$ cat src/rtl/count12_seq_ctrl.sv
// Sequencing controller for an external 4-bit count4 counter: load, run to a terminal value, wrap, count wraps.
// Optional freeze support is compiled in when COUNT12_SEQ_PAUSE_EN is defined.

module count12_seq_ctrl #(
  parameter logic [3:0] START_VAL = 4'd1,
  parameter logic [3:0] MAX_VAL   = 4'd12
) (
  input  logic       clk,
  input  logic       resetn,
  input  logic       start,
  input  logic       stop,
  input  logic       pause,
  input  logic [3:0] limit,
  input  logic [7:0] cycles,
  input  logic [3:0] Q,
  output logic       c_enable,
  output logic       c_load,
  output logic [3:0] c_d,
  output logic       busy,
  output logic       tick,
  output logic       done,
  output logic [7:0] wraps
);

  // state | meaning
  // IDLE  | waiting for start, counter held
  // LOAD  | one cycle, counter loaded with START_VAL
  // RUN   | counting START_VAL..term, wrapping on term
  // PAUSE | counter frozen (COUNT12_SEQ_PAUSE_EN builds only)
  localparam logic [1:0] ST_IDLE  = 2'd0;
  localparam logic [1:0] ST_LOAD  = 2'd1;
  localparam logic [1:0] ST_RUN   = 2'd2;
`ifdef COUNT12_SEQ_PAUSE_EN
  localparam logic [1:0] ST_PAUSE = 2'd3;
`endif

  logic [1:0] state_q, state_d;
  logic [3:0] term_q, term_d;
  logic [7:0] cyc_q, cyc_d;
  logic [7:0] wraps_q, wraps_d;
  logic       done_q, done_d;
  logic [7:0] wraps_inc;
  logic       pause_act;

`ifdef COUNT12_SEQ_PAUSE_EN
  assign pause_act = pause;
`else
  logic unused_pause;
  assign unused_pause = pause;
  assign pause_act    = 1'b0;
`endif

  assign wraps_inc = (wraps_q == 8'hFF) ? wraps_q : wraps_q + 8'd1;

  always_comb begin
    state_d  = state_q;
    term_d   = term_q;
    cyc_d    = cyc_q;
    wraps_d  = wraps_q;
    done_d   = 1'b0;
    c_enable = 1'b0;
    c_load   = 1'b0;
    tick     = 1'b0;

    case (state_q)
      ST_IDLE: begin
        if (start && !stop) begin
          state_d = ST_LOAD;
          term_d  = (limit > START_VAL) ? limit : MAX_VAL;
          cyc_d   = cycles;
          wraps_d = 8'd0;
        end
      end

      ST_LOAD: begin
        c_load  = 1'b1;
        state_d = stop ? ST_IDLE : ST_RUN;
      end

      ST_RUN: begin
        // Q above term is recovered with a silent reload rather than a wrap.
        c_enable = 1'b1;
        c_load   = (Q >= term_q);
        if (stop) begin
          state_d = ST_IDLE;
        end else if (pause_act) begin
`ifdef COUNT12_SEQ_PAUSE_EN
          c_enable = 1'b0;
          c_load   = 1'b0;
          state_d  = ST_PAUSE;
`endif
        end else if (Q == term_q) begin
          tick    = 1'b1;
          wraps_d = wraps_inc;
          if ((cyc_q != 8'd0) && (wraps_inc == cyc_q)) begin
            done_d  = 1'b1;
            state_d = ST_IDLE;
          end
        end
      end

`ifdef COUNT12_SEQ_PAUSE_EN
      ST_PAUSE: begin
        if (stop) begin
          state_d = ST_IDLE;
        end else if (!pause) begin
          state_d = ST_RUN;
        end
      end
`endif

      default: state_d = ST_IDLE;
    endcase
  end

  always_ff @(posedge clk or negedge resetn) begin
    if (!resetn) begin
      state_q <= ST_IDLE;
      term_q  <= MAX_VAL;
      cyc_q   <= 8'd0;
      wraps_q <= 8'd0;
      done_q  <= 1'b0;
    end else begin
      state_q <= state_d;
      term_q  <= term_d;
      cyc_q   <= cyc_d;
      wraps_q <= wraps_d;
      done_q  <= done_d;
    end
  end

  assign c_d   = START_VAL;
  assign busy  = (state_q != ST_IDLE);
  assign done  = done_q;
  assign wraps = wraps_q;

endmodule

$ cat config.mk
export PLATFORM = sky130hd
export DESIGN_NAME = count12_seq_ctrl
export DESIGN_NICKNAME = d
export VERILOG_FILES = /design/src/rtl/count12_seq_ctrl.sv
export SDC_FILE = /design/constraint.sdc
export NUM_CORES = 1
export LEC_CHECK = 0
export BUFFER_PORTS_ARGS = -buffer_cell sky130_fd_sc_hd__buf_2
export CAP_MARGIN = 20
export CORE_MARGIN = 3
export CORE_UTILIZATION = 53
export DETAILED_ROUTE_END_ITERATION = 12
export PLACE_DENSITY = 0.79
export SLEW_MARGIN = 20
export SYNTH_ARGS = -nofsm -noshare
export SYNTH_HDL_FRONTEND = slang
export SYNTH_SLANG_ARGS = --single-unit
$ cat constraint.sdc
create_clock -name clk -period 2.7 [get_ports clk]
set_clock_uncertainty 0.1 [all_clocks]
set_input_delay 0.54 -clock clk [delete_from_list [all_inputs] [get_ports clk]]
set_output_delay 0.54 -clock clk [all_outputs]
set_load 0.03 [all_outputs]
Word-level counts from Yosys, hierarchy flattened:

Cells that the tools add are included.

* flip-flop bits (word level): 23
* input bits: 21
* output and inout port bits: 17
* word-level logic and storage cells: 49

* add/subtract/negate cells: 1
* $lt $le $gt $ge: 2
* equality and inequality tests: 10
* mux-type cells: 21
* reductions and logical operators: 10

Operators by type and width (count)
* $mux 8: 4
* $pmux 8 s2: 1
* $mux 2: 5
* $add 8x1->8 const B: 1
* $eq 8x8->1: 1
* $eq 8x8->1 const B: 1
* $mux 1: 8
* $reduce_bool 8->1: 1
* $ne 2x2->1 const B: 3
* $ne 3x3->1 const B: 2
* $pmux 2 s3: 1
* $eq 4x4->1: 1
* $ge 4x4->1: 1
* $gt 4x1->1 const B: 1
* $mux 4: 1
* $reduce_and 4->1: 1
* $reduce_bool 2->1: 2
* $reduce_and 3->1: 1
* $eq 2x1->1 const B: 1
* $eq 2x2->1 const B: 1
* $logic_and 1x1->1: 2
* $logic_not 2->1: 1
* $pmux 1 s2: 1
* $reduce_and 2->1: 1
* $logic_not 1->1: 1

Longest topological paths before layout:

Gate-level depths: netlist (run 1).

* depth in word-level cells: 8
* depth in mapped cells: 8
* depth with buffers taken out: 8

Least setup slack after synthesis (run 1):

No wires, ideal clock.

* kind: register to register
* start: register wraps_q[0] (netlist: wraps[0])
* end: register state_q[0]
* library setup time: 128 ps
* arrival time: 2309 ps
* data required time: 2472 ps
* setup slack: 163 ps
* cell stages (with the launch flop): 9
* path buffers: 1
* clock period less this slack: 2537 ps
* path through: dfrtp_1 -> ha_1 -> and4_1 -> buf_2 -> and3_1 -> or3_1 -> a21oi_1 -> nand4_1 -> mux2_1

* longest elaborated chain between the ends: 6
* elaborated cells on any way between the ends: 7
* classes of those cells: add/sub (1); eq/ne (3); mux (1); reduce/logical (2)

RTL lines
* from (decl): RTL line 40 `logic [7:0] wraps_q, wraps_d;`
* from (signal assigned): RTL line 127 `wraps_q <= wraps_d;`
* $add 8x1->8 or $eq 8x8->1 (tied branches): RTL line 53 `assign wraps_inc = (wraps_q == 8'hFF) ? wraps_q : wraps_q + 8'd1;`
* $mux 8 (*): RTL line 53
* $eq 8x8->1 (*): RTL line 95 `if ((cyc_q != 8'd0) && (wraps_inc == cyc_q)) begin`
* $logic_and 1x1->1 (*): RTL line 95
* $ne 3x3->1 (no source line) (*)
* $reduce_and 3->1 (no source line) (*)
* to (signal assigned): RTL line 124 `state_q <= state_d;`
* to (decl): RTL line 37 `logic [1:0] state_q, state_d;`

Mark *: on every way between the ends. The rest lies on a longest branch, timed or not.
A chain may end at the register's enable or synchronous reset.

Worst setup path after layout (run 1):

* start: register term_q[2]
* end: output c_load

* longest elaborated chain between the ends: 2

RTL lines
* from (decl): RTL line 38 `logic [3:0] term_q, term_d;`
* from (signal assigned): RTL line 125 `term_q <= term_d;`
* $ge 4x4->1: RTL line 83 `c_load = (Q >= term_q);`
* $pmux 1 s2: RTL line 65 `case (state_q)`
* to (decl): RTL line 17 `output logic c_load,`

Every way passes these cells.

==> impl_metrics.sql, run 1 <==
INSERT INTO impl_metrics (metric_group, metric, value, unit) VALUES
('outcome', 'outcome', 'finished clean', ''),
('detailed_routing', 'remaining_drc_errors', '0', ''),
('sta', 'final_hold_viol_count', '0', ''),
('clock_tree', 'clock_tree.htree_level_count', '1', ''),
('layout', 'fin_nets', '237', ''),
('global_routing', 'grt_remaining_overflow', '0', ''),
('detailed_routing', 'met2_length', '1741', 'µm'),
('setup_path', 'arrival', '1.87', 'ns'),
('detailed_routing', 'detail_route.vias_per_cell', '6.034', ''),
('synth', 'synth-edff-count', '0', ''),
('sta', 'fin_tns_setup', '0', 'ns'),
('placed_design', 'port_buffers', '32', ''),
('job', 'max_cap_viol_count', '0', ''),
('floorplan', 'floorplan.rows', '19', ''),
('global_routing', 'grt_max_degree', '24', ''),
('setup_path', 'startpoint_to_endpoint_class_of_the_critical_path', 'register to output port', ''),
('layout', 'antenna-diode-count', '0', ''),
('synth', 'synth_seq_cells', '23', ''),
('pwr', 'power.leakage', '0.8472', 'nW'),
('floorplan', 'initial_core_util', '56.51', '%'),
('clock_tree', 'ctsHoldBuffers', '0', ''),
('detailed_routing', 'm1WireLength', '1510', 'µm'),
('sta', 'final.min_clock_period', '2.514', 'ns'),
('synth', 'post_synth_num_cell_types', '46', ''),
('setup_path', 'worst_setup_path_start_kind', 'register', ''),
('sta', 'grt_setup_unrepaired', 'false', ''),
('synth', 'sequential_fraction_of_the_synthesis_area', '36.46', '%'),
('sta', 'post-route-worst-setup-slack', '0.1858', 'ns'),
('placed_design', 'dp_slack', '0.1978', 'ns'),
('detailed_routing', 'wl_met3', '220', 'µm'),
('sta', 'timing_max_transition_violations_final', '0', ''),
('sta', 'max_slew_margin', '60.04', '%'),
('layout', 'fillCellCount', '249', ''),
('clock_tree', 'ctsLongestPathBuffers', '2', ''),
('synth', 'netlist_instances', '175', ''),
('clock_tree', 'clk_pin_slew_worst_paths', '0.12', 'ns'),
('layout', 'final_common_cell', 'sky130_fd_sc_hd__buf_2', ''),
('placed_design', 'gp_congestion', '0.8256', ''),
('synth', 'yosysWarningCount', '0', ''),
('detailed_routing', 'wl_per_cell', '14.84', 'µm'),
('floorplan', 'die_span_y', '60.69', 'µm'),
('global_routing', 'first_global_vias', '1384', ''),
('pwr', 'power', '1.401', 'mW'),
('detailed_routing', 'vias', '1436', ''),
('sta', 'final.period_utilization', '93.12', '%'),
('sta', 'max_clock_freq', '0.3977', 'GHz'),
('setup_path', 'crit_required', '2.06', 'ns'),
('pwr', 'worst_ir_drop_vdd', '0.0004293', 'V'),
('setup_path', 'reg2reg_from', 'wraps[1]$_DFFE_PN0P_', ''),
('layout', 'layout_common_cells', 'sky130_fd_sc_hd__buf_2, sky130_fd_sc_hd__dfrtp_1, sky130_fd_sc_hd__a21oi_1', ''),
('global_routing', 'grt_antenna_before_repair', '0', ''),
('floorplan', 'total_core_area', '2805', 'µm²'),
('setup_path', 'critical_path.startpoint', 'term_q[2]$_DFFE_PN1P_', ''),
('layout', 'drive_gt1_share', '28.02', '%'),
('pwr', 'cellPowerDensity', '783.9', 'nW/µm²'),
('detailed_routing', 'top_metal_used', 'met4', ''),
('synth', 'netlist.area_leader.share', '33.15', '%'),
('synth', 'post_synth_main_area_contributors', 'sky130_fd_sc_hd__dfrtp_1, sky130_fd_sc_hd__mux2_2, sky130_fd_sc_hd__a21oi_1', ''),
('layout', 'area_growth_from_synthesis_to_final_layout', '12.71', '%'),
('clock_tree', 'cts.root.buffer_cell', 'sky130_fd_sc_hd__clkbuf_4', ''),
('detailed_routing', 'wl', '3532', 'µm'),
('synth', 'synth_area', '1585', 'µm²'),
('global_routing', 'grt_pass1_wl', '6078', 'µm'),
('floorplan', 'design.portCount', '38', ''),
('floorplan', 'die-area', '3683', 'µm²'),
('detailed_routing', 'detailedRoute.firstIterationViolations', '85', ''),
('synth', 'synth_area_per_cell', '9.059', 'µm²'),
('placed_design', 'hpwlAfterDp', '2689', 'µm'),
('min_path', 'hp-class', 'input port to asynchronous set/reset pin', ''),
('sta', 'tightestPinTransition', '0.5979', 'ns'),
('synth', 'postSynth.topFlopCell', 'sky130_fd_sc_hd__dfrtp_1', '');
[synthesized netlist by cell type, types with 3 or more instances]
| cell | count |
|---|---|
| sky130_fd_sc_hd__dfrtp_1 | 21 |
| sky130_fd_sc_hd__a21oi_1 | 20 |
| sky130_fd_sc_hd__mux2_2 | 10 |
| sky130_fd_sc_hd__nand2_1 | 9 |
| sky130_fd_sc_hd__nor2_1 | 9 |
| sky130_fd_sc_hd__nor3_1 | 9 |
| sky130_fd_sc_hd__ha_1 | 8 |
| sky130_fd_sc_hd__o21ai_0 | 8 |
| sky130_fd_sc_hd__inv_1 | 7 |
| sky130_fd_sc_hd__nand2b_1 | 7 |
| sky130_fd_sc_hd__buf_4 | 6 |
| sky130_fd_sc_hd__nand4_1 | 4 |
| sky130_fd_sc_hd__nor2b_1 | 4 |
| sky130_fd_sc_hd__o21a_1 | 4 |
| sky130_fd_sc_hd__clkbuf_1 | 3 |
| sky130_fd_sc_hd__nand3_1 | 3 |
| sky130_fd_sc_hd__nand3b_1 | 3 |
[stage by stage]
step / hold slack (ns) / cell area, µm² / instances / utilization (%)
final: 0.07758 / 1787 / 238 / 63.69
after global routing: 0.1040 / 1787 / 238 / 63.69
after CTS: 0.09625 / 1775 / 237 / 63.29
after detailed placement: 0.3827 / 1749 / 233 / 62.36
after global placement: 0.3687 / 1749 / 233 / 62.36
after floorplan: 0.1444 / 1593 / 177 / -
[where the power goes]
part,leakage [nW],switching [mW],internal (mW)
combinational,0.541,0.368,0.319
sequential,0.291,0.0943,0.461
clock,0.0150,0.101,0.0577
total,0.847,0.563,0.837
[critical path: stages, from the launching register on]
cell and delay [ns]:
sky130_fd_sc_hd__dfstp_2 0.54, sky130_fd_sc_hd__inv_1 0.05, sky130_fd_sc_hd__ha_1 0.29, sky130_fd_sc_hd__o21a_1 0.11, sky130_fd_sc_hd__o21ai_1 0.13, sky130_fd_sc_hd__nand3b_1 0.08, sky130_fd_sc_hd__a21oi_1 0.14, sky130_fd_sc_hd__nor2b_1 0.05
sky130_fd_sc_hd__buf_2 0.17
[metal layers]
metal  track usage (%)  vias up
met2             35.42       58
li1                  -      699
met4             8.978        0
met1             29.16      672
met3             2.553        7
met5                 0        -
[final cells by class]
type | instances | area [µm²] | share of cell area [%]
clock buffer | 4 | 26.28 | 1.471
inverter | 7 | 26.28 | 1.471
multi-input combinational | 136 | 919.6 | 51.47
sequential | 23 | 578.1 | 32.35
tap | 31 | 38.79 | 2.171
timing repair buffer | 37 | 197.7 | 11.06
[cell families (layout without fill, tap and decap cells)]
| family | Yosys count | in the layout | synth area share [%] |
|---|---|---|---|
| other | 2 | 4 | 0.4737 |
| buffers and inverters | 18 | 48 | 6.235 |
| xor gates and xnor gates | 3 | 3 | 1.658 |
| adders and majority gates | 8 | 8 | 6.314 |
| muxes | 12 | 12 | 8.445 |
| DFF | 23 | 23 | 36.46 |
| and+or+nand+nor | 63 | 63 | 22.65 |
| AOI/OAI and AO/OA | 46 | 46 | 17.76 |
[sequential cells by signal (all words and copies together), names as in the netlist]
register / count
cyc_q: 8
done: 1
state_q: 2
term_q: 4
wraps: 8
[worst max-delay path by stage]
stage	endpoint	slack, ns	cells after the start
finish	c_load	0.19	8
global route	c_load	0.03	9
CTS	c_load	0.13	7
detailed placement	state_q[0]$_DFFE_PN0P_	0.20	7
global placement	state_q[0]$_DFFE_PN0P_	0.22	7
floorplan	state_q[0]$_DFFE_PN0P_	0.16	8
[repair_timing]
| action | 4_1_cts | 5_1_grt |
|---|---|---|
| setup buffers | 0 | 1 |
| endpoints found under the hold margin | 0 | 0 |
| resized for setup | 0 | 3 |
| setup endpoints to repair | 0 | 2 |
Power figures use the tool's default switching activity.
==> run 2, diff against run 1 <==
==> constraint.sdc (replaced) <==
create_clock -name clk -period 2.7 [get_ports clk]
set_clock_uncertainty 0.1 [all_clocks]
set_input_delay 0.675 -clock clk [delete_from_list [all_inputs] [get_ports clk]]
set_output_delay 0.675 -clock clk [all_outputs]
set_load 0.03 [all_outputs]
==> impl_metrics.sql, run 2 (synthesis gave the netlist of run 1 again) <==
INSERT INTO impl_metrics (metric_group, metric, value, unit) VALUES
('floorplan', 'floorplan.rows', '19', ''),
('sta', 'max_clock_freq', '0.3746', 'GHz'),
('setup_path', 'crit_required', '1.92', 'ns'),
('pwr', 'worst_ir_drop_vdd', '0.0005313', 'V'),
('detailed_routing', 'remaining_drc_errors', '0', ''),
('job', 'max_cap_viol_count', '0', ''),
('layout', 'antenna-diode-count', '0', ''),
('layout', 'layout_common_cells', 'sky130_fd_sc_hd__buf_2, sky130_fd_sc_hd__dfrtp_1, sky130_fd_sc_hd__a21oi_1', ''),
('detailed_routing', 'ant_nets', '0', ''),
('clock_tree', 'cts_tree', 'yes', ''),
('setup_path', 'arrival', '1.89', 'ns'),
('global_routing', 'first_global_vias', '1350', ''),
('detailed_routing', 'detail_route.vias_per_cell', '6.084', ''),
('clock_tree', 'ctsLongestPathBuffers', '2', ''),
('detailed_routing', 'wl_per_cell', '14.92', 'µm'),
('sta', 'fin_tns_setup', '0', 'ns'),
('clock_tree', 'num_cts_buffers', '3', ''),
('placed_design', 'hpwlAfterDp', '2720', 'µm'),
('clock_tree', 'clk_pin_slew_worst_paths', '0.13', 'ns'),
('sta', 'final.min_clock_period', '2.670', 'ns'),
('sta', 'tightestPinTransition', '0.5887', 'ns'),
('sta', 'setup_viol_count_final', '0', ''),
('sta', 'timing_max_transition_violations_final', '0', ''),
('global_routing', 'global_route.usage.total', '21.16', '%'),
('pwr', 'power', '1.434', 'mW'),
('layout', 'final_common_cell', 'sky130_fd_sc_hd__buf_2', ''),
('setup_path', 'path_max_fanout', '2', ''),
('floorplan', 'dieWidth', '60.69', 'µm'),
('pwr', 'power.leakage', '0.8548', 'nW'),
('pwr', 'cellPowerDensity', '787.2', 'nW/µm²'),
('setup_path', 'worst_setup_path_start_kind', 'input port', ''),
('detailed_routing', 'drt_first_pass_iters', '4', ''),
('setup_path', 'worst_r2r_path_depth', '7', ''),
('clock_tree', 'clock_tree.htree_level_count', '1', ''),
('layout', 'drive_gt1_share', '29.33', '%'),
('layout', 'area_growth_from_synthesis_to_final_layout', '14.92', '%'),
('global_routing', 'grt_remaining_overflow', '0', ''),
('floorplan', 'die-area', '3683', 'µm²'),
('setup_path', 'startpoint_to_endpoint_class_of_the_critical_path', 'input port to output port', ''),
('global_routing', 'grt_pass1_wl', '5927', 'µm'),
('floorplan', 'initial_core_util', '56.51', '%'),
('global_routing', 'grt_antenna_before_repair', '0', ''),
('placed_design', 'gp_congestion', '0.8661', ''),
('detailed_routing', 'detailedRoute.firstIterationViolations', '82', ''),
('min_path', 'hp-class', 'input port to asynchronous set/reset pin', ''),
('floorplan', 'design.portCount', '38', ''),
('detailed_routing', 'vias', '1454', ''),
('sta', 'final_hold_viol_count', '0', ''),
('clock_tree', 'insertion_delay', '0.32', 'ns'),
('clock_tree', 'cts.repair_timing.setup_buffer_count', '0', ''),
('floorplan', 'total_core_area', '2805', 'µm²'),
('setup_path', 'cp-end-kind', 'output port', ''),
('outcome', 'outcome', 'finished clean', ''),
('sta', 'final.period_utilization', '98.88', '%'),
('global_routing', 'grt_max_degree', '24', ''),
('detailed_routing', 'wl', '3566', 'µm'),
('clock_tree', 'ctsHoldBuffers', '0', ''),
('placed_design', 'port_buffers', '32', ''),
('sta', 'max_slew_margin', '60.66', '%'),
('setup_path', 'regToRegSetupSlack', '0.19', 'ns'),
('clock_tree', 'cts.root.buffer_cell', 'sky130_fd_sc_hd__clkbuf_4', ''),
('sta', 'grt_setup_unrepaired', 'true', ''),
('floorplan', 'die_span_y', '60.69', 'µm'),
('layout', 'fin_nets', '238', ''),
('clock_tree', 'tritoncts_num_sinks', '23', '');
## run 2: what timing repair did
item	CTS	global route
setup endpoints to repair	1	1
endpoints found under the hold margin	0	0
cloned	0	0
gates resized for setup	2	4
pin swaps	1	3
## run 2: stage by stage
step	hold slack (ns)	area (µm²)	util (%)	std cells	worst slack, ns
2_1_floorplan	0.2794	1593	-	177	0.1126
3_3_place_gp	0.3698	1764	62.89	235	-0.02909
3_5_place_dp	0.3786	1764	62.89	235	-0.03509
4_1_cts	0.2193	1793	63.92	239	0.01272
5_1_grt	0.2373	1822	64.94	239	-0.06428
6_report	0.2097	1822	64.94	239	0.03014
## run 2: routing by layer
| metal | share of wire [%] | vias up | track usage, % | routed length [µm] |
|---|---|---|---|---|
| li1 | - | 700 | - | - |
| met1 | 42 | 684 | 27.68 | 1515 |
| met2 | 48 | 62 | 35.11 | 1727 |
| met3 | 7.0 | 8 | 2.979 | 249 |
| met4 | 2.1 | 0 | 8.669 | 74 |
| met5 | 0 | - | 0 | 0 |
## run 2: worst max-delay path: stages
cell and delay [ns]:
sky130_fd_sc_hd__buf_2 0.11, sky130_fd_sc_hd__ha_4 0.23, sky130_fd_sc_hd__nor2b_1 0.12, sky130_fd_sc_hd__o21a_1 0.16, sky130_fd_sc_hd__o21ai_1 0.13, sky130_fd_sc_hd__nand3b_1 0.11, sky130_fd_sc_hd__a21oi_2 0.14, sky130_fd_sc_hd__nor2b_1 0.05
sky130_fd_sc_hd__buf_4 0.16
## run 2: layout make-up
cell class | count | area, µm²
Timing Repair Buffer | 38 | 207.7
Inverter | 7 | 26.28
Tap cell | 31 | 38.79
Fill cell | 238 | 983.4
Sequential cell | 23 | 578.1
Multi-Input combinational cell | 136 | 944.7
Clock buffer | 4 | 26.28
## run 2: power breakdown
group	internal [mW]	switching (mW)	leakage (nW)
registers	0.461	0.0943	0.291
logic	0.336	0.380	0.549
clock network	0.0578	0.106	0.0150
total	0.855	0.579	0.855
## run 2: final timing paths
| path | from | to |
|---|---|---|
| max in group asynchronous | resetn | term_q[2]$_DFFE_PN1P_ |
| worst min-delay path | resetn | wraps[7]$_DFFE_PN0P_ |
| min in group clk | term_q[3]$_DFFE_PN1P_ | term_q[3]$_DFFE_PN1P_ |
| worst min register to register | term_q[3]$_DFFE_PN1P_ | term_q[3]$_DFFE_PN1P_ |
| worst max register to register | wraps[0]$_DFFE_PN0P_ | state_q[0]$_DFFE_PN0P_ |
| worst max-delay path | Q[1] | c_load |
==> run 3, diff against run 2 <==
Settings changed: ABC_AREA set to 1, BUFFER_PORTS_ARGS -buffer_cell sky130_fd_sc_hd__buf_2 to not set, CORE_UTILIZATION 53 to 55, DONT_BUFFER_PORTS set to 1, PLACE_DENSITY 0.79 to 0.7.
==> impl_metrics.sql, run 3 <==
INSERT INTO impl_metrics (metric_group, metric, value, unit) VALUES
('min_path', 'hp-class', 'input port to asynchronous set/reset pin', ''),
('synth', 'synth-edff-count', '0', ''),
('setup_path', 'arrival', '1.79', 'ns'),
('setup_path', 'cp-end-kind', 'output port', ''),
('pwr', 'netSwitchingPower', '658.0', 'µW'),
('synth', 'post_synth_main_area_contributors', 'sky130_fd_sc_hd__dfrtp_1, sky130_fd_sc_hd__nand2_1, sky130_fd_sc_hd__nand3_1', ''),
('pwr', 'comb_power_share', '52.4', '%'),
('setup_path', 'worst_r2r_path_depth', '11', ''),
('pwr', 'cellPowerDensity', '830.8', 'nW/µm²'),
('pwr', 'power.leakage', '0.8727', 'nW'),
('layout', 'fillCellCount', '262', ''),
('detailed_routing', 'remaining_drc_errors', '0', ''),
('synth', 'synth_seq_cells', '23', ''),
('synth', 'sequential_fraction_of_the_synthesis_area', '35.57', '%'),
('layout', 'antenna-diode-count', '0', ''),
('synth', 'netlist.area_leader.share', '32.33', '%'),
('detailed_routing', 'ant_nets', '0', ''),
('global_routing', 'grt_antenna_before_repair', '0', ''),
('global_routing', 'grt_max_degree', '23', ''),
('global_routing', 'grt_pass1_wl', '5630', 'µm'),
('synth', 'yosysMostFrequentCell', 'sky130_fd_sc_hd__nand2_1', ''),
('pwr', 'power.switching_fraction', '46.04', '%'),
('synth', 'post_synth_num_cell_types', '30', ''),
('setup_path', 'reg2reg_from', 'term_q[2]$_DFFE_PN1P_', ''),
('layout', 'area_growth_from_synthesis_to_final_layout', '5.851', '%'),
('setup_path', 'worst_setup_path_start_kind', 'register', ''),
('pwr', 'share_clk_of_total_power', '11.4', '%'),
('sta', 'setup_viol_count_final', '0', ''),
('global_routing', 'first_global_vias', '1278', ''),
('synth', 'asyncSetResetFlopFracSynth', '100.0', '%'),
('setup_path', 'rr_endpoint', 'wraps[0]$_DFFE_PN0P_', ''),
('floorplan', 'die_span_y', '60.36', 'µm'),
('synth', 'synth_area_per_cell', '7.321', 'µm²'),
('detailed_routing', 'detailedRoute.firstIterationViolations', '100', ''),
('layout', 'layout_common_cells', 'sky130_fd_sc_hd__nand2_1, sky130_fd_sc_hd__inv_1, sky130_fd_sc_hd__nand3_1', ''),
('outcome', 'outcome', 'finished clean', ''),
('detailed_routing', 'vias', '1420', ''),
('sta', 'timing_max_transition_violations_final', '0', ''),
('sta', 'tightestPinTransition', '0.9486', 'ns'),
('detailed_routing', 'wl_per_cell', '13.07', 'µm'),
('placed_design', 'port_buffers', '0', ''),
('detailed_routing', 'detail_route.vias_per_cell', '5.525', ''),
('layout', 'fin_area', '1720', 'µm²'),
('clock_tree', 'ctsLongestPathBuffers', '2', ''),
('sta', 'max_clock_freq', '0.3898', 'GHz'),
('sta', 'grt_setup_unrepaired', 'false', ''),
('global_routing', 'global_route.usage.total', '20.81', '%'),
('layout', 'fin_nets', '256', ''),
('sta', 'final_hold_viol_count', '0', ''),
('floorplan', 'design.portCount', '38', ''),
('clock_tree', 'tritoncts_num_sinks', '23', ''),
('floorplan', 'total_core_area', '2781', 'µm²'),
('synth', 'netlist_instances', '222', ''),
('floorplan', 'die-area', '3643', 'µm²'),
('sta', 'fin_tns_setup', '0', 'ns'),
('layout', 'drive_gt1_share', '16.81', '%'),
('setup_path', 'crit_required', '1.92', 'ns'),
('synth', 'synth_top_cell_by_area', 'sky130_fd_sc_hd__dfrtp_1', ''),
('clock_tree', 'clock_tree.htree_level_count', '1', ''),
('clock_tree', 'cts_tree', 'yes', ''),
('job', 'max_cap_viol_count', '0', ''),
('sta', 'final.min_clock_period', '2.565', 'ns'),
('global_routing', 'grt_remaining_overflow', '0', ''),
('synth', 'synth_area', '1625', 'µm²'),
('sta', 'final.period_utilization', '95.00', '%'),
('synth', 'synth_commonest_cells', 'sky130_fd_sc_hd__nand2_1, sky130_fd_sc_hd__inv_1, sky130_fd_sc_hd__nand3_1', ''),
('layout', 'final_common_cell', 'sky130_fd_sc_hd__nand2_1', ''),
('placed_design', 'hpwlAfterDp', '2620', 'µm'),
('detailed_routing', 'wl', '3359', 'µm'),
('clock_tree', 'num_cts_buffers', '3', ''),
('synth', 'yosysWarningCount', '0', ''),
('sta', 'max_slew_margin', '36.55', '%'),
('setup_path', 'startpoint_to_endpoint_class_of_the_critical_path', 'register to output port', ''),
('detailed_routing', 'drt_first_pass_iters', '4', ''),
('clock_tree', 'clk_pin_slew_worst_paths', '0.13', 'ns'),
('pwr', 'worst_ir_drop_vdd', '0.0006235', 'V'),
('pwr', 'p_seq_share', '36.2', '%'),
('floorplan', 'initial_core_util', '58.43', '%'),
('floorplan', 'floorplan.rows', '19', ''),
('clock_tree', 'insertion_delay', '0.32', 'ns'),
('placed_design', 'postPlaceCellArea', '1645', 'µm²'),
('floorplan', 'dieWidth', '60.36', 'µm'),
('pwr', 'power_report.internal_total', '771.3', 'µW'),
('synth', 'postSynth.topFlopCell', 'sky130_fd_sc_hd__dfrtp_1', ''),
('setup_path', 'path_max_fanout', '2', ''),
('placed_design', 'gp_congestion', '0.8799', ''),
('clock_tree', 'cts.root.buffer_cell', 'sky130_fd_sc_hd__clkbuf_4', ''),
('setup_path', 'regToRegSetupSlack', '0.52', 'ns');
## run 3: how the worst max path moves through the flow
stage / from / end / slack [ns] / depth (start not counted)
6_report: term_q[2]$_DFFE_PN1P_ / c_load / 0.13 / 5
5_1_grt: term_q[2]$_DFFE_PN1P_ / c_load / 0.02 / 5
4_1_cts: term_q[3]$_DFFE_PN1P_ / tick / 0.09 / 7
3_5_place_dp: Q[1] / c_load / 0.28 / 6
3_3_place_gp: Q[1] / c_load / 0.28 / 6
2_1_floorplan: Q[3] / wraps[3]$_DFFE_PN0P_ / 0.24 / 10
## run 3: metal layers
metal | wire length (µm) | part of all wire [%] | global-route usage, %
met2 | 1517 | 45 | 31.79
met4 | 70 | 2.1 | 9.810
met5 | 0 | 0 | 0
met1 | 1509 | 45 | 28.65
met3 | 261 | 7.8 | 3.617
## run 3: cell type report
class,count,area (µm²),area share (%)
sequential,23,578.1,33.60
tap,31,38.79,2.255
timing repair buffer,7,55.05,3.200
clock inverter,1,5.005,0.2909
multi-input combinational,156,885.9,51.49
clock buffer,3,22.52,1.309
inverter,36,135.1,7.855
## run 3: logic make-up after synthesis
logic type               count (synthesis)  share of synthesized area [%]
buffers and inverters                   45                          12.24
XOR/XNOR                                 1                         0.5390
flip-flops                              23                          35.57
AO/OA/AOI/OAI                           29                          10.16
AND/OR/NAND/NOR                        114                          34.87
other                                    2                         0.4621
adder cells (fa/ha/maj)                  8                          6.159
## run 3: metrics by stage
step	std cells	total power [mW]	hold slack [ns]	setup slack, ns	util [%]
finish	257	1.429	0.07844	0.1349	61.85
global route	257	1.563	0.04368	0.02114	61.85
CTS	256	1.412	0.06229	0.09215	60.50
detailed placement	251	1.236	0.2800	0.2768	59.15
global placement	251	1.213	0.2800	0.2756	59.15
floorplan	224	1.110	0.2794	0.2368	-
## run 3: power by group through the flow
stage | logic (mW) | registers [mW] | clock network, mW
finish | 0.749 | 0.517 | 0.163
global route | 0.844 | 0.533 | 0.187
CTS | 0.723 | 0.517 | 0.171
detailed placement | 0.713 | 0.524 | 0
global placement | 0.692 | 0.522 | 0
floorplan | 0.581 | 0.528 | 0
## run 3: worst max-delay path: stages, from the launching register on
cell and delay, ns:
sky130_fd_sc_hd__dfstp_2 0.54, sky130_fd_sc_hd__inv_1 0.07, sky130_fd_sc_hd__ha_4 0.27, sky130_fd_sc_hd__nand4_1 0.13, sky130_fd_sc_hd__nor2_2 0.15, sky130_fd_sc_hd__o31a_1 0.32
## run 3: what timing repair did
item	in CTS	in global routing
setup endpoints to repair	0	2
resized for setup	0	4
endpoints found under the hold margin	21	0
hold buffers	1	0
setup buffers	0	1
